## src/rtl/memory_arbiter_if.sv

```systemverilog
// Bundle of the fetch port, load/store port and shared memory port around memory_arbiter.
// slave is the arbiter's view; master is the requesters-plus-memory side.
interface memory_arbiter_if #(
    parameter int ADDR_WIDTH = 8,
    parameter int DATA_WIDTH = 16
);
    logic                  fetchReq;
    logic [ADDR_WIDTH-1:0] fetchAddress;
    logic                  fetchReady;
    logic                  fetchValid;
    logic [DATA_WIDTH-1:0] fetchData;

    logic                  dataReq;
    logic                  dataWrite;
    logic [ADDR_WIDTH-1:0] dataAddress;
    logic [DATA_WIDTH-1:0] dataWriteData;
    logic                  dataReady;
    logic                  dataValid;
    logic [DATA_WIDTH-1:0] dataReadData;

    logic                  memEnable;
    logic                  memWriteEnable;
    logic [ADDR_WIDTH-1:0] memAddress;
    logic [DATA_WIDTH-1:0] memWriteData;
    logic [DATA_WIDTH-1:0] memReadData;

    modport slave (
        input  fetchReq, fetchAddress,
        input  dataReq, dataWrite, dataAddress, dataWriteData,
        input  memReadData,
        output fetchReady, fetchValid, fetchData,
        output dataReady, dataValid, dataReadData,
        output memEnable, memWriteEnable, memAddress, memWriteData
    );

    modport master (
        output fetchReq, fetchAddress,
        output dataReq, dataWrite, dataAddress, dataWriteData,
        output memReadData,
        input  fetchReady, fetchValid, fetchData,
        input  dataReady, dataValid, dataReadData,
        input  memEnable, memWriteEnable, memAddress, memWriteData
    );
endinterface

```

## src/rtl/memory_arbiter.sv

```systemverilog
// Serializes instruction fetch and load/store onto one synchronous memory port,
// routing each 1-cycle-latency read response back to the requester that issued it.
//
//   state | meaning
//   FETCH | last grant went to fetch (reset value); round-robin conflict goes to data
//   DATA  | last grant went to load/store; round-robin conflict goes to fetch
module memory_arbiter #(
    parameter int ADDR_WIDTH     = 8,
    parameter int DATA_WIDTH     = 16,
    parameter int DATA_PRIORITY  = 0,
    parameter int MAX_DATA_BURST = 4
) (
    input  logic              clock,
    input  logic              reset,
    memory_arbiter_if.slave   bus
);
    typedef enum logic {FETCH = 1'b0, DATA = 1'b1} grant_t;

    localparam logic [3:0] BURST_LIMIT = 4'(MAX_DATA_BURST);

    grant_t     last_grant, last_grant_nxt;
    logic [3:0] burst_count, burst_count_nxt;
    logic       grant_fetch, grant_data;
    logic       fetch_pend, data_pend, store_pend;

    always_ff @(posedge clock) begin
        if (reset) begin
            last_grant  <= FETCH;
            burst_count <= 4'd0;
            fetch_pend  <= 1'b0;
            data_pend   <= 1'b0;
            store_pend  <= 1'b0;
        end else begin
            last_grant  <= last_grant_nxt;
            burst_count <= burst_count_nxt;
            fetch_pend  <= grant_fetch;
            data_pend   <= grant_data;
            store_pend  <= grant_data & bus.dataWrite;
        end
    end

    // burst_count only survives cycles where data wins while fetch is waiting
    always_comb begin
        grant_fetch     = 1'b0;
        grant_data      = 1'b0;
        last_grant_nxt  = last_grant;
        burst_count_nxt = 4'd0;
        if (!reset) begin
            if (bus.fetchReq && bus.dataReq) begin
                if (DATA_PRIORITY == 0) begin
                    if (last_grant == FETCH) grant_data  = 1'b1;
                    else                     grant_fetch = 1'b1;
                end else if (burst_count < BURST_LIMIT) begin
                    grant_data      = 1'b1;
                    burst_count_nxt = burst_count + 4'd1;
                end else begin
                    grant_fetch = 1'b1;
                end
            end else if (bus.fetchReq) begin
                grant_fetch = 1'b1;
            end else if (bus.dataReq) begin
                grant_data = 1'b1;
            end
            if (grant_fetch)     last_grant_nxt = FETCH;
            else if (grant_data) last_grant_nxt = DATA;
        end
    end

    assign bus.fetchReady     = grant_fetch;
    assign bus.dataReady      = grant_data;
    assign bus.memEnable      = grant_fetch | grant_data;
    assign bus.memWriteEnable = grant_data & bus.dataWrite;
    assign bus.memAddress     = grant_data  ? bus.dataAddress  :
                                grant_fetch ? bus.fetchAddress : {ADDR_WIDTH{1'b0}};
    assign bus.memWriteData   = (grant_data && bus.dataWrite) ? bus.dataWriteData
                                                              : {DATA_WIDTH{1'b0}};

    // responses registered before a reset are masked while reset is held
    assign bus.fetchValid   = fetch_pend & ~reset;
    assign bus.dataValid    = data_pend & ~reset;
    assign bus.fetchData    = bus.fetchValid ? bus.memReadData : {DATA_WIDTH{1'b0}};
    assign bus.dataReadData = (bus.dataValid && !store_pend) ? bus.memReadData
                                                             : {DATA_WIDTH{1'b0}};
endmodule

```

## src/flat_wrapper.sv

```systemverilog
// flat-port wrapper written by rule: the top's interface ports become plain ports
module memory_arbiter_flat 
#(
    parameter int ADDR_WIDTH     = 8,
    parameter int DATA_WIDTH     = 16,
    parameter int DATA_PRIORITY  = 0,
    parameter int MAX_DATA_BURST = 4
)
  (clock, reset, bus_fetchReq, bus_fetchAddress, bus_dataReq, bus_dataWrite, bus_dataAddress, bus_dataWriteData, bus_memReadData, bus_fetchReady, bus_fetchValid, bus_fetchData, bus_dataReady, bus_dataValid, bus_dataReadData, bus_memEnable, bus_memWriteEnable, bus_memAddress, bus_memWriteData);
  memory_arbiter_if #(.ADDR_WIDTH(ADDR_WIDTH), .DATA_WIDTH(DATA_WIDTH)) bus_i ();
  input  logic clock;
  input  logic reset;
  input wire logic [$bits(bus_i.fetchReq)-1:0] bus_fetchReq;
  input wire logic [$bits(bus_i.fetchAddress)-1:0] bus_fetchAddress;
  input wire logic [$bits(bus_i.dataReq)-1:0] bus_dataReq;
  input wire logic [$bits(bus_i.dataWrite)-1:0] bus_dataWrite;
  input wire logic [$bits(bus_i.dataAddress)-1:0] bus_dataAddress;
  input wire logic [$bits(bus_i.dataWriteData)-1:0] bus_dataWriteData;
  input wire logic [$bits(bus_i.memReadData)-1:0] bus_memReadData;
  output wire logic [$bits(bus_i.fetchReady)-1:0] bus_fetchReady;
  output wire logic [$bits(bus_i.fetchValid)-1:0] bus_fetchValid;
  output wire logic [$bits(bus_i.fetchData)-1:0] bus_fetchData;
  output wire logic [$bits(bus_i.dataReady)-1:0] bus_dataReady;
  output wire logic [$bits(bus_i.dataValid)-1:0] bus_dataValid;
  output wire logic [$bits(bus_i.dataReadData)-1:0] bus_dataReadData;
  output wire logic [$bits(bus_i.memEnable)-1:0] bus_memEnable;
  output wire logic [$bits(bus_i.memWriteEnable)-1:0] bus_memWriteEnable;
  output wire logic [$bits(bus_i.memAddress)-1:0] bus_memAddress;
  output wire logic [$bits(bus_i.memWriteData)-1:0] bus_memWriteData;
  assign bus_i.fetchReq = bus_fetchReq;
  assign bus_i.fetchAddress = bus_fetchAddress;
  assign bus_i.dataReq = bus_dataReq;
  assign bus_i.dataWrite = bus_dataWrite;
  assign bus_i.dataAddress = bus_dataAddress;
  assign bus_i.dataWriteData = bus_dataWriteData;
  assign bus_i.memReadData = bus_memReadData;
  assign bus_fetchReady = bus_i.fetchReady;
  assign bus_fetchValid = bus_i.fetchValid;
  assign bus_fetchData = bus_i.fetchData;
  assign bus_dataReady = bus_i.dataReady;
  assign bus_dataValid = bus_i.dataValid;
  assign bus_dataReadData = bus_i.dataReadData;
  assign bus_memEnable = bus_i.memEnable;
  assign bus_memWriteEnable = bus_i.memWriteEnable;
  assign bus_memAddress = bus_i.memAddress;
  assign bus_memWriteData = bus_i.memWriteData;
  memory_arbiter #(.ADDR_WIDTH(ADDR_WIDTH), .DATA_WIDTH(DATA_WIDTH), .DATA_PRIORITY(DATA_PRIORITY), .MAX_DATA_BURST(MAX_DATA_BURST)) u_core (.clock(clock), .reset(reset), .bus(bus_i));
endmodule
```

## config.mk

```make
export PLATFORM = sky130hd
export DESIGN_NAME = memory_arbiter_flat
export DESIGN_NICKNAME = d
export VERILOG_FILES = /design/src/rtl/memory_arbiter_if.sv /design/src/rtl/memory_arbiter.sv /design/src/flat_wrapper.sv
export SDC_FILE = /design/constraint.sdc
export NUM_CORES = 1
export LEC_CHECK = 0
export ABC_AREA = 1
export BUFFER_PORTS_ARGS = -buffer_cell sky130_fd_sc_hd__buf_2
export CAP_MARGIN = 20
export CORE_MARGIN = 3
export CORE_UTILIZATION = 25
export CTS_BUF_LIST = sky130_fd_sc_hd__clkbuf_16
export DETAILED_ROUTE_END_ITERATION = 8
export PLACE_DENSITY = 0.77
export SLEW_MARGIN = 20
export SYNTH_ARGS = -nofsm -noshare
export SYNTH_HDL_FRONTEND = slang
export SYNTH_SLANG_ARGS = --single-unit
export TNS_END_PERCENT = 5
```

## constraint.sdc

```tcl
create_clock -name clock -period 1 [get_ports clock]
set_clock_uncertainty 0.1 [all_clocks]
set_input_delay 0.05 -clock clock [delete_from_list [all_inputs] [get_ports clock]]
set_output_delay 0.05 -clock clock [all_outputs]
set_load 0.02 [all_outputs]
```

* Yosys cells after proc, flatten, opt, wreduce, memory -nomap -nowiden
Cells that the tools add are included.
** Word-level totals
- Bits in registers :: 4
- Latch bits :: 0
- RAM bits :: 0
- ROM bits :: 0
- Input port bits :: 53
- Output and inout port bits :: 62
- Logic and storage cells :: 30
- Memories :: 0
** Cells by class
- $add $sub $neg :: 0
- Multipliers :: 0
- Divide/modulo/power cells :: 0
- Order comparisons :: 0
- Equal/unequal tests :: 0
- Shift operators :: 0
- Multiplexer cells :: 16
- Bitwise gates (word level) :: 5
- Reductions and logical operators :: 5
** Operators with widths (number)
- 2-to-1 mux 16 bit :: 3
- 2-to-1 mux 8 bit :: 2
- 2-to-1 mux 1 bit :: 11
- AND 1 bit :: 3
- logical AND 1 bit :: 3
- OR reduction 2 bit :: 1
- logical NOT 1 bit :: 1
- NOT 1 bit :: 1
- OR 1 bit :: 1

* Logic depth before layout (Yosys ltp)
Gate-level depths: netlist of run 1.
- Word-level depth :: 7
- Depth in mapped cells :: 5
- Gate-level depth less buffers :: 4

* Worst setup path before layout of run 1
No wires, ideal clock.
- Path kind :: register to output
- Start :: register u_core.data_pend
- End :: output bus_dataReadData[10]
- Arrival time :: 1.157 ns
- Path slack :: -0.307 ns
- Stages on the path, launching flop included :: 6
- Buffers on the path :: 1
- Path through :: dfxtp_1 -> inv_1 -> nor2_2 -> nand2_2 -> clkbuf_8 -> nor2_1
** On the way
- Word-level cells in the longest chain between the ends :: 3
** RTL lines
- from (decl) :: line memory_arbiter.sv:24 : logic fetch_pend, data_pend, store_pend;
- from (signal assigned) :: line memory_arbiter.sv:37 : data_pend <= grant_data;
- AND 1 bit :: line memory_arbiter.sv:80 : assign bus.dataValid = data_pend & ~reset;
- named net bus_dataValid :: line flat_wrapper.sv:24 : output wire logic [$bits(bus_i.dataValid)-1:0] bus_dataValid;
- logical AND 1 bit :: line memory_arbiter.sv:82 : assign bus.dataReadData = (bus.dataValid && !store_pend) ? bus.memReadData
- 2-to-1 mux 16 bit :: line memory_arbiter.sv:82
- to (decl) :: line flat_wrapper.sv:25 : output wire logic [$bits(bus_i.dataReadData)-1:0] bus_dataReadData;
The timed path passes the listed nets, and every way through them passes these cells.

* Worst setup path in the final report of run 1
- Start :: register u_core.data_pend
- End :: output bus_dataReadData[4]
** On the way
- Word-level cells in the longest chain between the ends :: 3
** RTL lines (line)
- AND 1 bit :: memory_arbiter.sv:80
- logical AND 1 bit :: memory_arbiter.sv:82
- 2-to-1 mux 16 bit :: memory_arbiter.sv:82
No other way between the ends.

==> results.json, run 1 <==
{
  "outcome": "finished, violations left",
  "violations": "negative setup slack",
  "slew_headroom": 0.878,
  "grt_pass1_wl_mm": 4.92,
  "rows": 18,
  "postCtsHoldBufs": 0,
  "clock.fmax_mhz": 780,
  "worst_slew_pin_slew_ns": 0.183,
  "final_hold_viol_count": 0,
  "synth_cells": 137,
  "synth_fp_nets": 190,
  "clock_latency_ns": 0.23,
  "holdCritPathClass": "in -> reg",
  "cts_sinks": 4,
  "die_w_um": 58.1,
  "hp-start": "bus_fetchReq",
  "drt_iter0_markers": 65,
  "root_buffer": "clkbuf_16",
  "ys_seq_area_frac": 0.118,
  "syn-cell-area_um2": 678,
  "cp.arrival_ns": 1.13,
  "drcViolationCount": 0,
  "drt-total-wl_mm": 3.30,
  "grt_overflow_total": 0,
  "rsz0062_at_grt": "yes",
  "yosysWarningCount": 0,
  "fin_crit_ns": 1.28,
  "antenna_left": 0,
  "dieArea_um2": 3370,
  "max_cap_violations": 0,
  "num_antenna_cells": 0,
  "cts.path.max_buffers": 2,
  "grtUsageTotal": 0.184,
  "cts_made_buffers": 3,
  "ys_seq_elements": 4,
  "vias_per_cell": 4.45,
  "htree_levels": 1,
  "path_max_fanout": 16,
  "vias": 1283,
  "clkTransAtPathRegs_ns": 0.03,
  "post_cts_buffers": 0,
  "grt_pass1_vias": 1227,
  "antenna_found_initial": 0,
  "ys_types": 14,
  "pre_cts_ws_ns": -0.116,
  "setup_viol": 62,
  "min_period_over_period": 1.28,
  "total_power_mw": 1.44,
  "timing.rr.start": "u_core.last_grant",
  "port_buffers": 114,
  "power_density_nw_per_um2": 787,
  "drt-wirelength-per-cell_um": 11.5,
  "irDropWorstVdd_v": 0.000803,
  "initial_core_util": 0.269,
  "maxSlewViolCount": 0,
  "required_ns": 0.85,
  "place_congestion": 0.748,
  "crit_start": "u_core.data_pend",
  "drt_first_pass_iters": 4,
  "nets": 313,
  "fin_ws_ns": -0.282,
  "hpwl_mm": 2.32,
  "die_height_um": 58.1,
  "core_area_um2": 2520,
  "grt_start_max_net_pins": 19,
  "syn_to_final_growth_pct": 171,
  "cp-end-kind": "primary output",
  "ios": 115,
  "p_leak_nw": 1.15,
  "worstSetupPathType": "reg -> out",
  "synth_area_per_cell_um2": 4.95,
  "cp-start-kind": "flip-flop",
  "cts_tree": "yes",
  "drive_gt1_frac": 0.663
}
placed cells by master, fill, tap and decap left out:
cell type and n:
dfxtp_1 2, nand4_1 8, buf_6 31, nor2_2 21, nor2_4 11, nand2_2 2
nand3_1 9, nor2_1 18, nand2_1 10, clkbuf_16 3, buf_4 38, nand4_4 1
inv_1 40, dfxtp_2 2, nand3_4 1, nand2_4 3, inv_2 4, buf_2 52
buf_12 2
cells by family after synthesis:
family	Yosys count	share of synthesized area
buffers and inverters	49	0.314
flip-flops	4	0.118
AND/OR/NAND/NOR	84	0.568
layout make-up:
type,count,area [um2]
clock buffer,3,75.1
timing repair buffer,123,935
inverter,44,165
fill,187,687
tap,30,37.5
multi-input combinational,84,541
sequential,4,82.6
worst max-delay path, stage by stage, from the launching register on:
cell and delay (ns):
dfxtp_2 0.31, inv_2 0.04, nor2_4 0.08, nand2_2 0.07, buf_12 0.17, nor2_2 0.10, buf_4 0.14
what timing repair did:
action | in CTS | in global routing
setup endpoints to repair | 65 | 62
pin swaps | 1 | 3
gates resized for setup | 84 | 31
path summary, 6_finish.rpt:
kind	endpoint	slack (ns)	depth (start not counted)
worst min register to register	u_core.last_grant	0.41	2
worst max register to register	u_core.fetch_pend	0.06	5
worst min-delay path	u_core.last_grant	0.06	4
worst max-delay path	bus_dataReadData[4]	-0.28	6
where the power goes:
part / switching, mW / internal, mW / total (mW)
clock network: 0.121 / 0.512 / 0.632
registers: 0.00705 / 0.172 / 0.179
logic: 0.347 / 0.286 / 0.633
per-layer routing:
metal / share of wire / global-route usage
met5: 0 / 0
met4: 0.012 / 0.0695
met3: 0.14 / 0.0535
met2: 0.52 / 0.347
met1: 0.33 / 0.188
synth_stat cells:
library cell  instances  share of area
nand2_2               3          0.028
nor2_1               48           0.27
nand4_1               8          0.074
nand3_1              10          0.074
nand2_1              11          0.061
nor2_2                2          0.018
buf_6                 1          0.017
dfxtp_1               4           0.12
inv_2                 1         0.0055
buf_4                 3          0.033
nand4_4               1          0.031
clkbuf_8              1          0.020
nand2_4               1          0.017
inv_1                43           0.24
sequential cells by signal, summed over array words and instances (netlist names):
signal / flops
u_core.fetch_pend: 1
u_core.data_pend: 1
u_core.last_grant: 1
u_core.store_pend: 1
metrics by stage:
step,utilization,cells,hold WS (ns),area (um2),TNS [ns]
6_report,0.728,288,0.0585,1840,-12.53
5_1_grt,0.728,288,0.105,1840,-15.24
4_1_cts,0.690,288,0.0534,1740,-12.81
3_5_place_dp,0.567,285,0.295,1430,-2.05
3_3_place_gp,0.567,285,0.304,1430,-1.49
2_1_floorplan,-,137,0.0363,790,-2.59
Note: power is estimated with default switching activity, not from simulation.
==> run 2: changes to the inputs <==
--- a/config.mk
+++ b/config.mk
@@ -8,6 +8,7 @@
 export ABC_AREA = 1
 export BUFFER_PORTS_ARGS = -buffer_cell sky130_fd_sc_hd__buf_2
 export CAP_MARGIN = 20
+export CORE_ASPECT_RATIO = 1.75
 export CORE_MARGIN = 3
 export CORE_UTILIZATION = 25
 export CTS_BUF_LIST = sky130_fd_sc_hd__clkbuf_16
==> results.json, run 2 (same netlist as run 1, synthesis figures left out) <==
{
  "drt_first_pass_iters": 4,
  "cts_sinks": 4,
  "pre_cts_ws_ns": -0.0881,
  "grtUsageTotal": 0.174,
  "dieArea_um2": 3400,
  "antenna_left": 0,
  "stdcell_area_um2": 1810,
  "place_congestion": 0.824,
  "final_hold_viol_count": 0,
  "rsz0062_at_grt": "yes",
  "min_period_over_period": 1.30,
  "vias": 1260,
  "die_w_um": 45.4,
  "nets": 313,
  "worstSetupPathType": "reg -> out",
  "slew_headroom": 0.868,
  "cts.path.max_buffers": 2,
  "rows": 24,
  "irDropWorstVdd_v": 0.000919,
  "worst_slew_pin_slew_ns": 0.198,
  "outcome": "finished, violations left",
  "postCtsHoldBufs": 0,
  "grt_pass1_vias": 1102,
  "max_cap_violations": 0,
  "max_stage_delay_ns": 0.31,
  "port_buffers": 114,
  "syn_to_final_growth_pct": 167,
  "dpl_cell_area_um2": 1410,
  "antenna_found_initial": 0,
  "required_ns": 0.85,
  "root_buffer": "clkbuf_16",
  "maxSlewViolCount": 0,
  "drt-wirelength-per-cell_um": 11.7,
  "htree_levels": 1,
  "setup_viol": 61,
  "final_common_cell": "buf_2",
  "drt_iter0_markers": 16,
  "grt_pass1_wl_mm": 4.43,
  "clock_latency_ns": 0.23,
  "final_cell_mix": "62 x buf_2, 41 x inv_1, 33 x buf_4, 24 x buf_6, 18 x nor2_1",
  "initial_core_util": 0.266,
  "core_area_um2": 2550,
  "cts_tree": "yes",
  "slowest_stage": "dfxtp_2",
  "worstHoldPathCells": 4,
  "cpMostUsedCell": "nor2_4",
  "worstPathCellList": "inv_2, nor2_4, nand2_4, clkbuf_16, nor2_4, buf_6",
  "p_leak_nw": 1.15,
  "drive_gt1_frac": 0.655,
  "clock.fmax_mhz": 771,
  "vias_per_cell": 4.44,
  "cp-end-kind": "primary output",
  "power_density_nw_per_um2": 783,
  "die_height_um": 74.9,
  "fin_crit_ns": 1.30,
  "reg2regPathDepth": 4,
  "grt_start_max_net_pins": 19,
  "violations": "negative setup slack",
  "drcViolationCount": 0,
  "ios": 115,
  "num_antenna_cells": 0,
  "cp.arrival_ns": 1.15,
  "path_max_fanout": 8,
  "fin_ws_ns": -0.298,
  "post_cts_buffers": 0,
  "clkTransAtPathRegs_ns": 0.03,
  "cts_made_buffers": 3,
  "post-route-util": 0.710,
  "grt_overflow_total": 0,
  "cp-start-kind": "flip-flop",
  "hpwl_mm": 2.38,
  "holdCritPathClass": "in -> reg",
  "drt-total-wl_mm": 3.31
}
-- run 2: changes by cell type in the layout (fill, tap and decap cells not counted), sizes merged --
cell,previous run,this run
nand2,15,16
buf,123,121
clkbuf,3,4
-- run 2: what timing repair did --
item                                    4_1_cts  5_1_grt
resized for setup                            76       25
cloned                                        1        1
pin swaps                                     2        1
endpoints found under the setup margin       61       62
-- run 2: path summary, 6_finish.rpt --
| kind | start | endpoint | slack (ns) |
|---|---|---|---|
| max | u_core.data_pend | bus_dataReadData[14] | -0.30 |
| min | bus_fetchReq | u_core.last_grant | 0.06 |
| max reg2reg | u_core.last_grant | u_core.store_pend | 0.07 |
| min reg2reg | u_core.last_grant | u_core.last_grant | 0.41 |
-- run 2: layout make-up --
class,count,area (um2)
Timing Repair Buffer,122,893
Sequential cell,4,82.6
Inverter,44,165
Fill cell,196,739
Clock buffer,3,75.1
Tap cell,26,32.5
Multi-Input combinational cell,85,564
-- run 2: layer usage --
metal | track usage | up-vias | part of all wire
li1 | - | 639 | -
met1 | 0.152 | 537 | 0.30
met2 | 0.342 | 77 | 0.56
met3 | 0.0383 | 7 | 0.11
met4 | 0.0977 | 0 | 0.022
met5 | 0 | - | 0
-- run 2: report_power, final --
group	internal, mW	total, mW	switching [mW]
Combinational	0.262	0.609	0.347
Clock	0.512	0.632	0.120
Sequential	0.172	0.179	0.00726
Total	0.945	1.42	0.474
-- run 2: worst max-delay path, delay by kind of cell (launching register included) --
family / cells / cell delay [ns]
simple gates: 3 / 0.28
flops: 1 / 0.31
buf+inv: 3 / 0.33
-- run 2: per-stage QoR --
step	TNS (ns)	total power, mW	hold WS, ns	instances
CTS	-13.28	1.40	0.0596	283
global route	-15.91	1.48	0.0822	284
floorplan	-2.59	0.474	0.0363	137
detailed placement	-2.24	0.691	0.302	279
finish	-13.28	1.42	0.0562	284
global placement	-1.41	0.685	0.291	279
==> run 3: changes to the inputs <==
--- a/config.mk
+++ b/config.mk
@@ -7,13 +7,13 @@
 export LEC_CHECK = 0
 export ABC_AREA = 1
 export BUFFER_PORTS_ARGS = -buffer_cell sky130_fd_sc_hd__buf_2
-export CAP_MARGIN = 20
 export CORE_ASPECT_RATIO = 1.75
 export CORE_MARGIN = 3
 export CORE_UTILIZATION = 25
 export CTS_BUF_LIST = sky130_fd_sc_hd__clkbuf_16
 export DETAILED_ROUTE_END_ITERATION = 8
-export PLACE_DENSITY = 0.77
+export PLACE_DENSITY = 0.84
+export SETUP_SLACK_MARGIN = 0.15
 export SLEW_MARGIN = 20
 export SYNTH_ARGS = -nofsm -noshare
 export SYNTH_HDL_FRONTEND = slang
==> results.json, run 3 (same netlist as run 1, synthesis figures left out) <==
{
  "vias": 1315,
  "worstPathCellList": "inv_2, nor2_4, nand2_8, nor2_1, buf_4",
  "dieArea_um2": 3400,
  "crit_family": "simple AND/OR/NAND/NOR gates",
  "rsz0062_at_grt": "yes",
  "pre_cts_ws_ns": -0.124,
  "cp-start-kind": "flip-flop",
  "cts.path.max_buffers": 2,
  "drcViolationCount": 0,
  "cp-end-kind": "primary output",
  "grtUsageTotal": 0.179,
  "seq_area_um2": 86.3,
  "outcome": "finished, violations left",
  "hold_slack_ns": 0.0811,
  "die_w_um": 45.4,
  "n_fill_cell": 201,
  "port_buffers": 114,
  "slew_headroom": 0.857,
  "worst-path-buf-inv": 2,
  "power_density_nw_per_um2": 783,
  "path_max_fanout": 16,
  "core_area_um2": 2550,
  "fin_ws_ns": -0.342,
  "drt-wirelength-per-cell_um": 12.1,
  "num_antenna_cells": 0,
  "multi_input_area_um2": 553,
  "grt_pass1_wl_mm": 4.72,
  "maxSlewViolCount": 0,
  "worstSetupPathType": "reg -> out",
  "cts_sinks": 4,
  "violations": "negative setup slack",
  "vias_per_cell": 4.70,
  "stdcell_area_um2": 1800,
  "grt_pass1_vias": 1192,
  "final_hold_viol_count": 0,
  "htree_levels": 1,
  "nets": 309,
  "setup_viol": 62,
  "syn_to_final_growth_pct": 165,
  "rows": 24,
  "postCtsHoldBufs": 0,
  "worst_slew_pin_slew_ns": 0.214,
  "drt_first_pass_iters": 4,
  "cts_made_buffers": 3,
  "antenna_left": 0,
  "min_period_over_period": 1.34,
  "hpwl_mm": 2.42,
  "clock_latency_ns": 0.22,
  "max_stage_delay_ns": 0.31,
  "holdCritPathClass": "in -> reg",
  "grt_overflow_total": 0,
  "slowest_stage": "dfxtp_2",
  "clock.fmax_mhz": 745,
  "drt_iter0_markers": 21,
  "initial_core_util": 0.266,
  "ios": 115,
  "dpl_cell_area_um2": 1390,
  "final_cell_mix": "54 x buf_2, 40 x inv_1, 34 x buf_4, 30 x buf_6, 21 x nor2_1",
  "irDropWorstVdd_v": 0.00107,
  "clkTransAtPathRegs_ns": 0.03,
  "drt-total-wl_mm": 3.40,
  "fin_crit_ns": 1.34,
  "cp.arrival_ns": 1.19,
  "grt_start_max_net_pins": 19,
  "die_height_um": 74.9,
  "required_ns": 0.85,
  "root_buffer": "clkbuf_16",
  "antenna_found_initial": 0,
  "p_leak_nw": 1.12,
  "place_congestion": 0.731,
  "cts_tree": "yes",
  "max_cap_violations": 0,
  "drive_gt1_frac": 0.646,
  "final_common_cell": "buf_2"
}
==> run 3: changes by cell type in the layout (fill, tap and decap cells not counted), moves of 2 or more <==
| cell | delta |
|---|---|
| buf_6 | +6 |
| nor2_1 | +3 |
| nand2_8 | +2 |
| nand2_2 | -2 |
| buf_2 | -8 |
| nor2_4 | -4 |
==> run 3: power by group <==
group	total [mW]	switching [mW]	internal (mW)	leakage, nW
clock network	0.607	0.0973	0.509	0.0370
logic	0.619	0.348	0.271	1.05
registers	0.180	0.00881	0.171	0.0343
total	1.41	0.454	0.951	1.12
==> run 3: repair_timing <==
| action | 4_1_cts | 5_1_grt |
|---|---|---|
| gates resized for setup | 95 | 18 |
| setup buffers | 0 | 0 |
| pin swaps | 3 | 1 |
| endpoints found under the setup margin | 66 | 66 |
| endpoints found under the hold margin | 0 | 0 |
==> run 3: final timing paths <==
path | end | slack (ns) | cells after the start | startpoint
worst max-delay path | bus_dataReadData[1] | -0.34 | 5 | u_core.data_pend
worst min-delay path | u_core.fetch_pend | 0.08 | 4 | reset
worst min register to register | u_core.last_grant | 0.42 | 2 | u_core.last_grant
worst max register to register | u_core.store_pend | 0.07 | 4 | u_core.last_grant
==> run 3: per-layer routing <==
layer | up-vias | wire, um | GRT usage
li1 | 626 | - | -
met3 | 8 | 423 | 0.0478
met2 | 98 | 1910 | 0.353
met1 | 583 | 1020 | 0.167
met4 | 0 | 50 | 0.0619
met5 | - | 0 | 0
==> run 3: worst reg2reg max path: stages, from the launching register on <==
cell and delay, ns:
dfxtp_2 0.36, nand2_4 0.07, nand4_4 0.07, buf_12 0.17
inv_1 0.05
==> run 3: metrics by stage <==
stage / setup TNS, ns / power (mW) / utilization / std cells
after global routing: -15.35 / 1.48 / 0.703 / 280
final: -12.03 / 1.41 / 0.703 / 280
after global placement: -2.47 / 0.674 / 0.544 / 277
after CTS: -11.69 / 1.39 / 0.680 / 280
after detailed placement: -2.85 / 0.682 / 0.544 / 277
after floorplan: -2.26 / 0.476 / - / 137
==> run 3: layout make-up <==
cell class              instances  area share
inverters                      44      0.0920
well taps                      26      0.0181
clock buffers                   3      0.0418
repair buffers                119       0.492
multi-input cells              84       0.308
flip-flops and latches          4      0.0481
